File: src/rtl/pwm_pkg.sv
// Shared types and helpers for the RGB PWM generator.
//   pwm_state_t : controller state (IDLE / RUN)
//   chan_cfg_t  : per-channel LUT settings (freq, mag, phase)
//   tri_level() : phase index -> triangle wave -> amplitude-scaled level
package pwm_pkg;

  typedef enum logic {IDLE, RUN} pwm_state_t;

  localparam int unsigned TRI_W       = 8;
  localparam int unsigned PHASE_IDX_W = 9;
  localparam int unsigned FREQ_W      = 13;
  localparam int unsigned MAG_W       = 2;

  typedef struct packed {
    logic [FREQ_W-1:0]      freq;
    logic [MAG_W-1:0]       mag;
    logic [PHASE_IDX_W-1:0] phase;
  } chan_cfg_t;

  // Upper half of the phase circle mirrors the lower half, giving 0..255..0.
  function automatic logic [TRI_W-1:0] tri_level(input logic [PHASE_IDX_W-1:0] p,
                                                 input logic [MAG_W-1:0]       mag);
    logic [TRI_W-1:0] tw;
    tw = p[PHASE_IDX_W-1] ? ~p[TRI_W-1:0] : p[TRI_W-1:0];
    return tw >> mag;
  endfunction

endpackage

File: src/rtl/pwm_chan.sv
// One PWM channel: phase accumulator, freq shadow, duty computation and
// output compare.
//   clk, rst        : clock, asynchronous active-high reset
//   cfg             : live channel settings (freq, mag, phase)
//   time_slots      : live frame length, used to scale duty when latched
//   slot_cnt        : common slot counter from the controller
//   load            : IDLE->RUN strobe, reloads acc from phase
//   frame_boundary  : frame end while staying in RUN, re-latches duty/freq
//   step            : advance acc by the shadowed freq
//   run             : controller stays in RUN this cycle
//   pwm             : registered PWM output
module pwm_chan import pwm_pkg::*; #(
  parameter int SLOT_W = 16,
  parameter int ACC_W  = 16
) (
  input  logic              clk,
  input  logic              rst,
  input  chan_cfg_t         cfg,
  input  logic [SLOT_W-1:0] time_slots,
  input  logic [SLOT_W-1:0] slot_cnt,
  input  logic              load,
  input  logic              frame_boundary,
  input  logic              step,
  input  logic              run,
  output logic              pwm
);

  localparam int PROD_W = TRI_W + SLOT_W;

  logic [ACC_W-1:0]  acc, acc_nxt;
  logic [FREQ_W-1:0] freq_sh;
  logic [SLOT_W-1:0] duty_q, duty_nxt;
  logic [TRI_W-1:0]  lvl;
  logic [PROD_W-1:0] prod;

  // Duty is derived from the post-step accumulator and the settings that
  // take effect for the coming frame, so a step shows up in the very next frame.
  always_comb begin
    acc_nxt = acc;
    if (load)
      acc_nxt = {cfg.phase, {(ACC_W-PHASE_IDX_W){1'b0}}};
    else if (step)
      acc_nxt = acc + ACC_W'(freq_sh);
    lvl      = tri_level(acc_nxt[ACC_W-1 -: PHASE_IDX_W], cfg.mag);
    prod     = PROD_W'(lvl) * PROD_W'(time_slots);
    duty_nxt = SLOT_W'(prod >> TRI_W);
  end

  always_ff @(posedge clk or posedge rst) begin
    if (rst) begin
      acc     <= '0;
      freq_sh <= '0;
      duty_q  <= '0;
      pwm     <= 1'b0;
    end else begin
      acc <= acc_nxt;
      if (load || frame_boundary) begin
        freq_sh <= cfg.freq;
        duty_q  <= duty_nxt;
      end
      pwm <= run && (slot_cnt < duty_q);
    end
  end

endmodule

File: src/rtl/rgb_pwm_gen.sv
// RGB PWM generator: three triangle-wave swept PWM channels driven from a
// common frame/sweep controller.
//   clk, rst                 : clock, asynchronous active-high reset
//   pwm_en                   : level enable
//   time_slots               : frame length in clk cycles (0 stops at frame end)
//   sweep_time               : frames per phase step (0 freezes phase)
//   {red,green,blue}_freq    : phase increment per step
//   {red,green,blue}_mag     : amplitude right-shift
//   {red,green,blue}_phase   : initial phase index, loaded on RUN entry
//   pwm_r, pwm_g, pwm_b      : registered PWM outputs
//   frame_start              : pulse while outputs reflect slot 0
//   active                   : high while running
module rgb_pwm_gen import pwm_pkg::*; #(
  parameter int SLOT_W  = 16,
  parameter int SWEEP_W = 16,
  parameter int ACC_W   = 16
) (
  input  logic               clk,
  input  logic               rst,
  input  logic               pwm_en,
  input  logic [SLOT_W-1:0]  time_slots,
  input  logic [SWEEP_W-1:0] sweep_time,
  input  logic [12:0]        red_freq,
  input  logic [12:0]        green_freq,
  input  logic [12:0]        blue_freq,
  input  logic [1:0]         red_mag,
  input  logic [1:0]         green_mag,
  input  logic [1:0]         blue_mag,
  input  logic [8:0]         red_phase,
  input  logic [8:0]         green_phase,
  input  logic [8:0]         blue_phase,
  output logic               pwm_r,
  output logic               pwm_g,
  output logic               pwm_b,
  output logic               frame_start,
  output logic               active
);

  pwm_state_t         state;
  logic [SLOT_W-1:0]  slot_cnt, ts_sh;
  logic [SWEEP_W-1:0] sweep_cnt, sw_sh;
  logic               bnd, load, run_nxt, upd, step;
  chan_cfg_t          cfg_r, cfg_g, cfg_b;

  assign cfg_r = '{freq: red_freq,   mag: red_mag,   phase: red_phase};
  assign cfg_g = '{freq: green_freq, mag: green_mag, phase: green_phase};
  assign cfg_b = '{freq: blue_freq,  mag: blue_mag,  phase: blue_phase};

  // run_nxt folds both exit conditions so a disable coinciding with a frame
  // boundary suppresses the boundary update and any step.
  always_comb begin
    bnd     = (state == RUN) && (slot_cnt == ts_sh - SLOT_W'(1));
    load    = (state == IDLE) && pwm_en && (time_slots != '0);
    run_nxt = (state == RUN) && pwm_en && !(bnd && (time_slots == '0));
    upd     = bnd && run_nxt;
    step    = upd && (sw_sh != '0) && (sweep_cnt >= sw_sh - SWEEP_W'(1));
  end

  always_ff @(posedge clk or posedge rst) begin
    if (rst) begin
      state       <= IDLE;
      slot_cnt    <= '0;
      sweep_cnt   <= '0;
      ts_sh       <= '0;
      sw_sh       <= '0;
      frame_start <= 1'b0;
    end else begin
      frame_start <= run_nxt && (slot_cnt == '0);
      case (state)
        IDLE: begin
          if (load) begin
            state     <= RUN;
            ts_sh     <= time_slots;
            sw_sh     <= sweep_time;
            slot_cnt  <= '0;
            sweep_cnt <= '0;
          end
        end
        RUN: begin
          if (!run_nxt) begin
            state <= IDLE;
          end else if (bnd) begin
            slot_cnt <= '0;
            ts_sh    <= time_slots;
            sw_sh    <= sweep_time;
            if (sw_sh != '0)
              sweep_cnt <= step ? '0 : sweep_cnt + SWEEP_W'(1);
          end else begin
            slot_cnt <= slot_cnt + SLOT_W'(1);
          end
        end
        default: state <= IDLE;
      endcase
    end
  end

  assign active = (state == RUN);

  pwm_chan #(.SLOT_W(SLOT_W), .ACC_W(ACC_W)) u_chan_r (
    .clk(clk), .rst(rst), .cfg(cfg_r), .time_slots(time_slots), .slot_cnt(slot_cnt),
    .load(load), .frame_boundary(upd), .step(step), .run(run_nxt), .pwm(pwm_r)
  );

  pwm_chan #(.SLOT_W(SLOT_W), .ACC_W(ACC_W)) u_chan_g (
    .clk(clk), .rst(rst), .cfg(cfg_g), .time_slots(time_slots), .slot_cnt(slot_cnt),
    .load(load), .frame_boundary(upd), .step(step), .run(run_nxt), .pwm(pwm_g)
  );

  pwm_chan #(.SLOT_W(SLOT_W), .ACC_W(ACC_W)) u_chan_b (
    .clk(clk), .rst(rst), .cfg(cfg_b), .time_slots(time_slots), .slot_cnt(slot_cnt),
    .load(load), .frame_boundary(upd), .step(step), .run(run_nxt), .pwm(pwm_b)
  );

endmodule

File: config.mk
export PLATFORM = sky130hd
export DESIGN_NAME = rgb_pwm_gen
export DESIGN_NICKNAME = d
export VERILOG_FILES = /design/src/rtl/pwm_pkg.sv /design/src/rtl/pwm_chan.sv /design/src/rtl/rgb_pwm_gen.sv
export SDC_FILE = /design/constraint.sdc
export NUM_CORES = 1
export LEC_CHECK = 0
export ABC_AREA = 1
export ABC_CLOCK_PERIOD_IN_PS = 8100
export BUFFER_PORTS_ARGS = -buffer_cell sky130_fd_sc_hd__buf_2
export CORE_MARGIN = 3
export CORE_UTILIZATION = 59
export CTS_BUF_LIST = sky130_fd_sc_hd__clkbuf_4
export DETAILED_ROUTE_END_ITERATION = 16
export GPL_TIMING_DRIVEN = 0
export MAX_ROUTING_LAYER = met4
export PLACE_DENSITY = 0.78
export SLEW_MARGIN = 15
export SYNTH_ARGS = -nofsm -noshare
export SYNTH_HDL_FRONTEND = slang
export SYNTH_SLANG_ARGS = --single-unit
File: constraint.sdc
create_clock -name clk -period 8.1 [get_ports clk]
set_clock_uncertainty 0.15 [all_clocks]
set_input_delay 1.215 -clock clk [delete_from_list [all_inputs] [get_ports clk]]
set_output_delay 1.215 -clock clk [all_outputs]
set_load 0.03 [all_outputs]
# ---- Word-level counts from Yosys, hierarchy flattened
# Cells that the tools add are included.
dict set report word_totals {
  reg_bits 204
  latch_bits 0
  ramBits 0
  rom_bits 0
  inputBits 107
  out_inout_bits 5
  wordCells 99
  memories 0
}
dict set report op_classes {
  add_sub_neg 7
  n_mul 3
  div 0
  n_lt_le_gt_ge 4
  eq_ne 5
  shift 3
  mux 29
  n_bitwise 4
  n_reduce_logical 23
}
# op n
set ops {}
lappend ops {{two-way mux 16 bit} 19}
lappend ops {{one-hot mux 16 bit (2 select lines)} 4}
lappend ops {{multiplier 8 x 16 -> 24 bit} 3}
lappend ops {{adder 16 x 13 -> 16 bit} 3}
lappend ops {{< comparator 16 bit} 3}
lappend ops {{adder 16 x 1 -> 16 bit (second input constant)} 2}
lappend ops {{logical NOT 16 bit} 2}
lappend ops {{nonzero test 16 bit} 2}
lappend ops {{subtractor 16 x 1 -> 16 bit (second input constant)} 2}
lappend ops {{two-way mux 8 bit} 3}
lappend ops {{inverter 8 bit} 3}
lappend ops {{right shift 8 x 2 -> 8 bit} 3}
lappend ops {{== test 16 bit} 1}
lappend ops {{>= comparator 16 bit} 1}
lappend ops {{logical AND 1 bit} 13}
lappend ops {{inequality test 2 x 1 -> 1 bit (second input constant)} 4}
lappend ops {{AND reduction 4 bit} 1}
lappend ops {{AND reduction 3 bit} 1}
lappend ops {{two-way mux 1 bit} 2}
lappend ops {{one-hot mux 1 bit (2 select lines)} 1}
lappend ops {{AND reduction 2 bit} 1}
lappend ops {{nonzero test 2 bit} 1}
lappend ops {{logical NOT 1 bit} 1}
lappend ops {{logical OR 1 bit} 1}
lappend ops {{inverter 1 bit} 1}

# ---- Longest topological paths before layout
dict set report logic_depth {
  word_depth 15
  depth_mapped 53
  ltp_nobuf 52
}

# ---- Cells and area by module
# A second synthesis with hierarchy kept.
dict set report hier_totals {
  hier_cells 3640
  hier_area_um2 26730.6
}
# mod n_inst cells_each area_each_um2
set modules_own_cells {}
lappend modules_own_cells {{pwm_chan (u_chan_r)} 1 949 7219.4}
lappend modules_own_cells {{pwm_chan (u_chan_g)} 1 960 7204.4}
lappend modules_own_cells {{pwm_chan (u_chan_b)} 1 963 7100.6}
lappend modules_own_cells {rgb_pwm_gen 1 768 5206.2}

# ---- Worst setup path after synthesis
# OpenSTA, ideal clock, no wires.
dict set report synth_path {
  kind {register to register}
  from {register sw_sh[2]}
  to {register u_chan_b.duty_q[14]}
  setup_ns 0.133
  arrival_ns 7.559
  setup_slack_ns 0.257
  stages_incl_launch_ff 49
  path_buffers 1
  path_cell_list {dfrtp_1 > nor2_1 > nand4_1 > nor3_1 > nand2_1 > inv_1 > nand3_1 > nor3_1 > nand2_1 > xor2_1 > inv_1 > ha_1 > nand4_1 > inv_1 > nand4_1 > inv_1 > nand2_1 > nand3_1 > [... 13 more ...] > clkbuf_1 > nor2_1 > fa_1 > fa_1 > fa_1 > inv_1 > fa_1 > inv_1 > ha_1 > a21oi_1 > o21ai_0 > a21oi_1 > inv_1 > a21oi_1 > nand2_1 > or2_1 > nand3_1 > o21ai_0}
}
dict set report synth_between {
  word_cells_on_any_way 11
}
# item line_no
set synth_rtl {}
lappend synth_rtl {{from (decl)} rgb_pwm_gen.sv:41} ;# logic [SWEEP_W-1:0] sweep_cnt, sw_sh;
lappend synth_rtl {{from (signal assigned)} rgb_pwm_gen.sv:74} ;# sw_sh <= sweep_time;
lappend synth_rtl {{from (signal assigned)} rgb_pwm_gen.sv:85} ;# sw_sh <= sweep_time;
lappend synth_rtl {{subtractor 16 x 1 -> 16 bit or nonzero test 16 bit (tied branches)} rgb_pwm_gen.sv:56} ;# step = upd && (sw_sh != '0) && (sweep_cnt >= sw_sh - SWEEP_W'(1));
lappend synth_rtl {{>= comparator 16 bit or logical AND 1 bit (tied branches)} rgb_pwm_gen.sv:56}
lappend synth_rtl {{logical AND 1 bit (*)} rgb_pwm_gen.sv:56}
lappend synth_rtl {{two-way mux 16 bit (*)} pwm_chan.sv:42} ;# else if (step)
lappend synth_rtl {{two-way mux 16 bit (*)} pwm_chan.sv:40} ;# if (load)
lappend synth_rtl {{net u_chan_b.acc_nxt[15]} pwm_chan.sv:30} ;# logic [ACC_W-1:0] acc, acc_nxt;
lappend synth_rtl {{two-way mux 8 bit (*)} pwm_pkg.sv:24} ;# tw = p[PHASE_IDX_W-1] ? ~p[TRI_W-1:0] : p[TRI_W-1:0];
lappend synth_rtl {{right shift 8 x 2 -> 8 bit (*)} pwm_pkg.sv:25} ;# return tw >> mag;
lappend synth_rtl {{multiplier 8 x 16 -> 24 bit (*)} pwm_chan.sv:45} ;# prod = PROD_W'(lvl) * PROD_W'(time_slots);
lappend synth_rtl {{to (signal assigned)} pwm_chan.sv:59} ;# duty_q <= duty_nxt;
lappend synth_rtl {{to (decl)} pwm_chan.sv:32} ;# logic [SLOT_W-1:0] duty_q, duty_nxt;
# The timed path passes the listed nets; every way through them passes the cells marked *. The select of a mux whose other input is x is not followed.
# A chain may end at the register's enable or synchronous reset.

# ---- Worst setup path after layout
dict set report layout_path {
  from {input time_slots[13]}
  to {register u_chan_b.duty_q[14]}
}
dict set report layout_between {
  word_cells_on_any_way 16
}
# item line_no
set layout_rtl {}
lappend layout_rtl {{from (decl)} rgb_pwm_gen.sv:21} ;# input logic [SLOT_W-1:0] time_slots,
lappend layout_rtl {{logical NOT 16 bit} rgb_pwm_gen.sv:54} ;# run_nxt = (state == RUN) && pwm_en && !(bnd && (time_slots == '0));
lappend layout_rtl {{logical AND 1 bit} rgb_pwm_gen.sv:54}
lappend layout_rtl {{logical NOT 1 bit} rgb_pwm_gen.sv:54}
lappend layout_rtl {{logical AND 1 bit} rgb_pwm_gen.sv:54}
lappend layout_rtl {{logical AND 1 bit} rgb_pwm_gen.sv:55} ;# upd = bnd && run_nxt;
lappend layout_rtl {{logical AND 1 bit (2 in series)} rgb_pwm_gen.sv:56}
lappend layout_rtl {{two-way mux 16 bit} pwm_chan.sv:42}
lappend layout_rtl {{two-way mux 16 bit (*)} pwm_chan.sv:40}
lappend layout_rtl {{net u_chan_b.acc_nxt[15]} pwm_chan.sv:30}
lappend layout_rtl {{two-way mux 8 bit (*)} pwm_pkg.sv:24}
lappend layout_rtl {{right shift 8 x 2 -> 8 bit (*)} pwm_pkg.sv:25}
lappend layout_rtl {{multiplier 8 x 16 -> 24 bit (*)} pwm_chan.sv:45}
# Marks and branches as above.

==> flow_summary.yaml <==
timing:
  fmax_ghz: 0.117
  tightestPinTransition_ns: 1.15
  worst_slack_ns: -0.419
  finalMaxSlewViolations: 0
  finalHoldViolCount: 0
  rsz0062_at_grt: "true"
  period_minus_slack_ns: 8.52
  max-slew-margin-rel_pct: 23.6
  setup-violations-final: 39
  fin_crit_sh_pct: 105
cts:
  cts_max_path_buffers: 3
  ctsHtreeMaxLevel: 2
  cts_tree: "yes"
  cts_buffers: 55
  clock-sinks: 204
  clk_pin_slew_ns: 0.07
  clk_latency_ns: 0.75
  cts_root_buffer: "clkbuf_4"
critical_path:
  endpoint_kind: "flip-flop"
  arrival_ns: 8.96
  cp.required_ns: 8.54
  startpoint_type: "input port"
  crit_path_start: "time_slots[13]"
  cp_slowest_cell: "fa_1"
  reg2regPathDepth: 44
  r2r_end: "u_chan_r.duty_q[12]$_DFFE_PP0P_"
  critPathKind: "input port to flip-flop"
  crit_top_cell: "fa_1"
  crit_fanout: 10
  r2r_slack_ns: -0.37
  r2r-start: "sw_sh[8]$_DFFE_PP0P_"
  worst_path_largest_cell_delay_ns: 0.61
grt:
  grt_pass1_wl_um: 132000
  antenna_found_initial: 6
  grt_pass1_vias: 25200
  grt_start_max_net_pins: 105
  gr-total-overflow: 0
  grt_use_total_pct: 38.7
synthesis:
  muxShareOfSynthArea_pct: 0
  synth_simple_gate_area_share_pct: 25.0
  syn_inst: 3333
  synth.distinct_cells: 56
  synth-xor-area-share_pct: 3.40
  synthesis.area_um2: 25000
  ys_seq_elements: 204
  ys.flop_type: "dfrtp_1"
  syn_area_per_cell_um2: 7.50
  syn_nets: 3920
  synth-async-reset-ratio_pct: 100
  seq_area_frac_synth_pct: 20.4
  yosys_warnings: 0
  synthAdderAreaFrac_pct: 31.6
  synth_compound_area_share_pct: 9.74
  synth_top_family_by_area: "adder cells"
  synth-edff-count: 0
die:
  die_w_um: 212
  die_h_um: 212
  num_io_pins: 112
  coreArea_um2: 41400
  row_count: 74
  dieArea_um2: 44900
  initial_utilization_pct: 60.4
detailed_routing:
  drt-pass1-iter-count: 14
  ant_nets: 0
  drc: 0
  via_per_inst: 5.92
  wire_per_inst_um: 20.6
  drt_iter0_drc: 2513
  vias: 25000
  totalWireLength_um: 87200
placed_design:
  gp_congestion: 1.06
  hpwl_um: 62400
  port_buffers: 107
  dpl_cell_area_um2: 26300
final_layout:
  syn_to_final_growth_pct: 23.6
  final_common_cell: "nand2_1"
  finalNetCount: 4242
  drive_above_1_share_pct: 24.0
  multi_input_area_um2: 19800
  layout_common_cells: "nand2_1, inv_1, nor2_1"
  final_cell_area_um2: 30900
  register_area_um2: 5100
  fill_cells: 2950
run_status:
  failed_checks: "setup timing"
  run_status: "complete, but fails checks"
hold_path:
  holdPathEnd: "u_chan_r.duty_q[11]$_DFFE_PP0P_"
  hold_path_class: "flip-flop to flip-flop"
  holdPathStages: 2
  worstHoldStart: "u_chan_r.duty_q[11]$_DFFE_PP0P_"
flow_run:
  drv_cap: 0
## logic make-up after synthesis
| kind of cell | after synthesis |
|---|---|
| simple gates | 1473 |
| buf+inv | 648 |
| fa+ha+maj | 480 |
| compound gates | 431 |
| flops | 204 |
| xor+xnor | 97 |
## state kept, by name, summed over array words and instances, names as in the netlist
register	count
active	1
frame_start	1
slot_cnt	16
sw_sh	16
sweep_cnt	16
ts_sh	16
u_chan_b.acc	16
u_chan_b.duty_q	16
u_chan_b.freq_sh	13
u_chan_b.pwm	1
u_chan_g.acc	16
u_chan_g.duty_q	16
u_chan_g.freq_sh	13
u_chan_g.pwm	1
u_chan_r.acc	16
u_chan_r.duty_q	16
u_chan_r.freq_sh	13
u_chan_r.pwm	1
## cells in the mapped netlist (17+ instances only)
cell	count	share of area (%)
a21oi_1	161	3.2
clkbuf_1	82	1.2
dfrtp_1	204	20
fa_1	252	20
ha_1	228	11
inv_1	522	7.8
nand2_1	686	10
nand3_1	140	2.8
nand4_1	34	0.85
nor2_1	468	7.0
nor3_1	45	0.90
o21ai_0	133	2.7
o21ai_1	42	0.84
or2_2	17	0.43
xnor2_1	32	1.1
xor2_1	65	2.3
## stage by stage
step	setup WS, ns	util (%)	TNS [ns]	instances	hold WS (ns)
after detailed placement	-2.25	63.4	-90.56	3974	0.317
after global routing	-0.713	74.7	-19.65	4228	0.345
after global placement	-2.19	63.3	-305.50	3972	0.314
after floorplan	0.257	-	0	3333	0.294
final	-0.419	74.7	-6.99	4229	0.326
after CTS	-0.143	69.7	-0.721	4156	0.334
## metal layers
metal / GRT usage, % / vias up / share of wire (%)
met5: - / - / 0
met4: 24.4 / 0 / 8.0
met3: 7.91 / 456 / 10
met2: 60.5 / 1413 / 46
met1: 45.8 / 12000 / 36
li1: - / 11200 / -
## worst max path at each step
| stage | to | slack (ns) |
|---|---|---|
| 6_report | u_chan_b.duty_q[14]$_DFFE_PP0P_ | -0.42 |
| 5_1_grt | u_chan_r.duty_q[12]$_DFFE_PP0P_ | -0.71 |
| 4_1_cts | u_chan_b.duty_q[14]$_DFFE_PP0P_ | -0.14 |
| 3_5_place_dp | u_chan_b.duty_q[14]$_DFFE_PP0P_ | -2.25 |
| 3_3_place_gp | u_chan_b.duty_q[14]$_DFFE_PP0P_ | -2.19 |
| 2_1_floorplan | u_chan_b.duty_q[14]$_DFFE_PP0P_ | 0.26 |
## timing repair
item | CTS | global route
pin swaps | 127 | 202
gates cloned | 4 | 3
hold buffers | 0 | 0
setup buffers | 88 | 66
gates resized for setup | 309 | 396
setup endpoints to repair | 48 | 48
## worst max-delay path, delay by kind of cell
kind,cells,cell delay [ns]
compound gates,8,1.22
xor+xnor,1,0.08
fa+ha+maj,5,2.50
buf+inv,9,2.16
simple gates,10,1.74
## area by class of cell
cell class	count	area share, %
multi-input combinational	2481	64.2
sequential	204	16.5
inverter	548	6.73
timing repair buffer	267	6.54
tap	532	2.15
clock buffer	76	1.85
buffer	98	1.77
clock inverter	16	0.211
antenna	7	0.0567
Power is left out: the tool's default activity adds up to more than one toggle a clock period on the data nets, which glitch-free logic cannot reach.
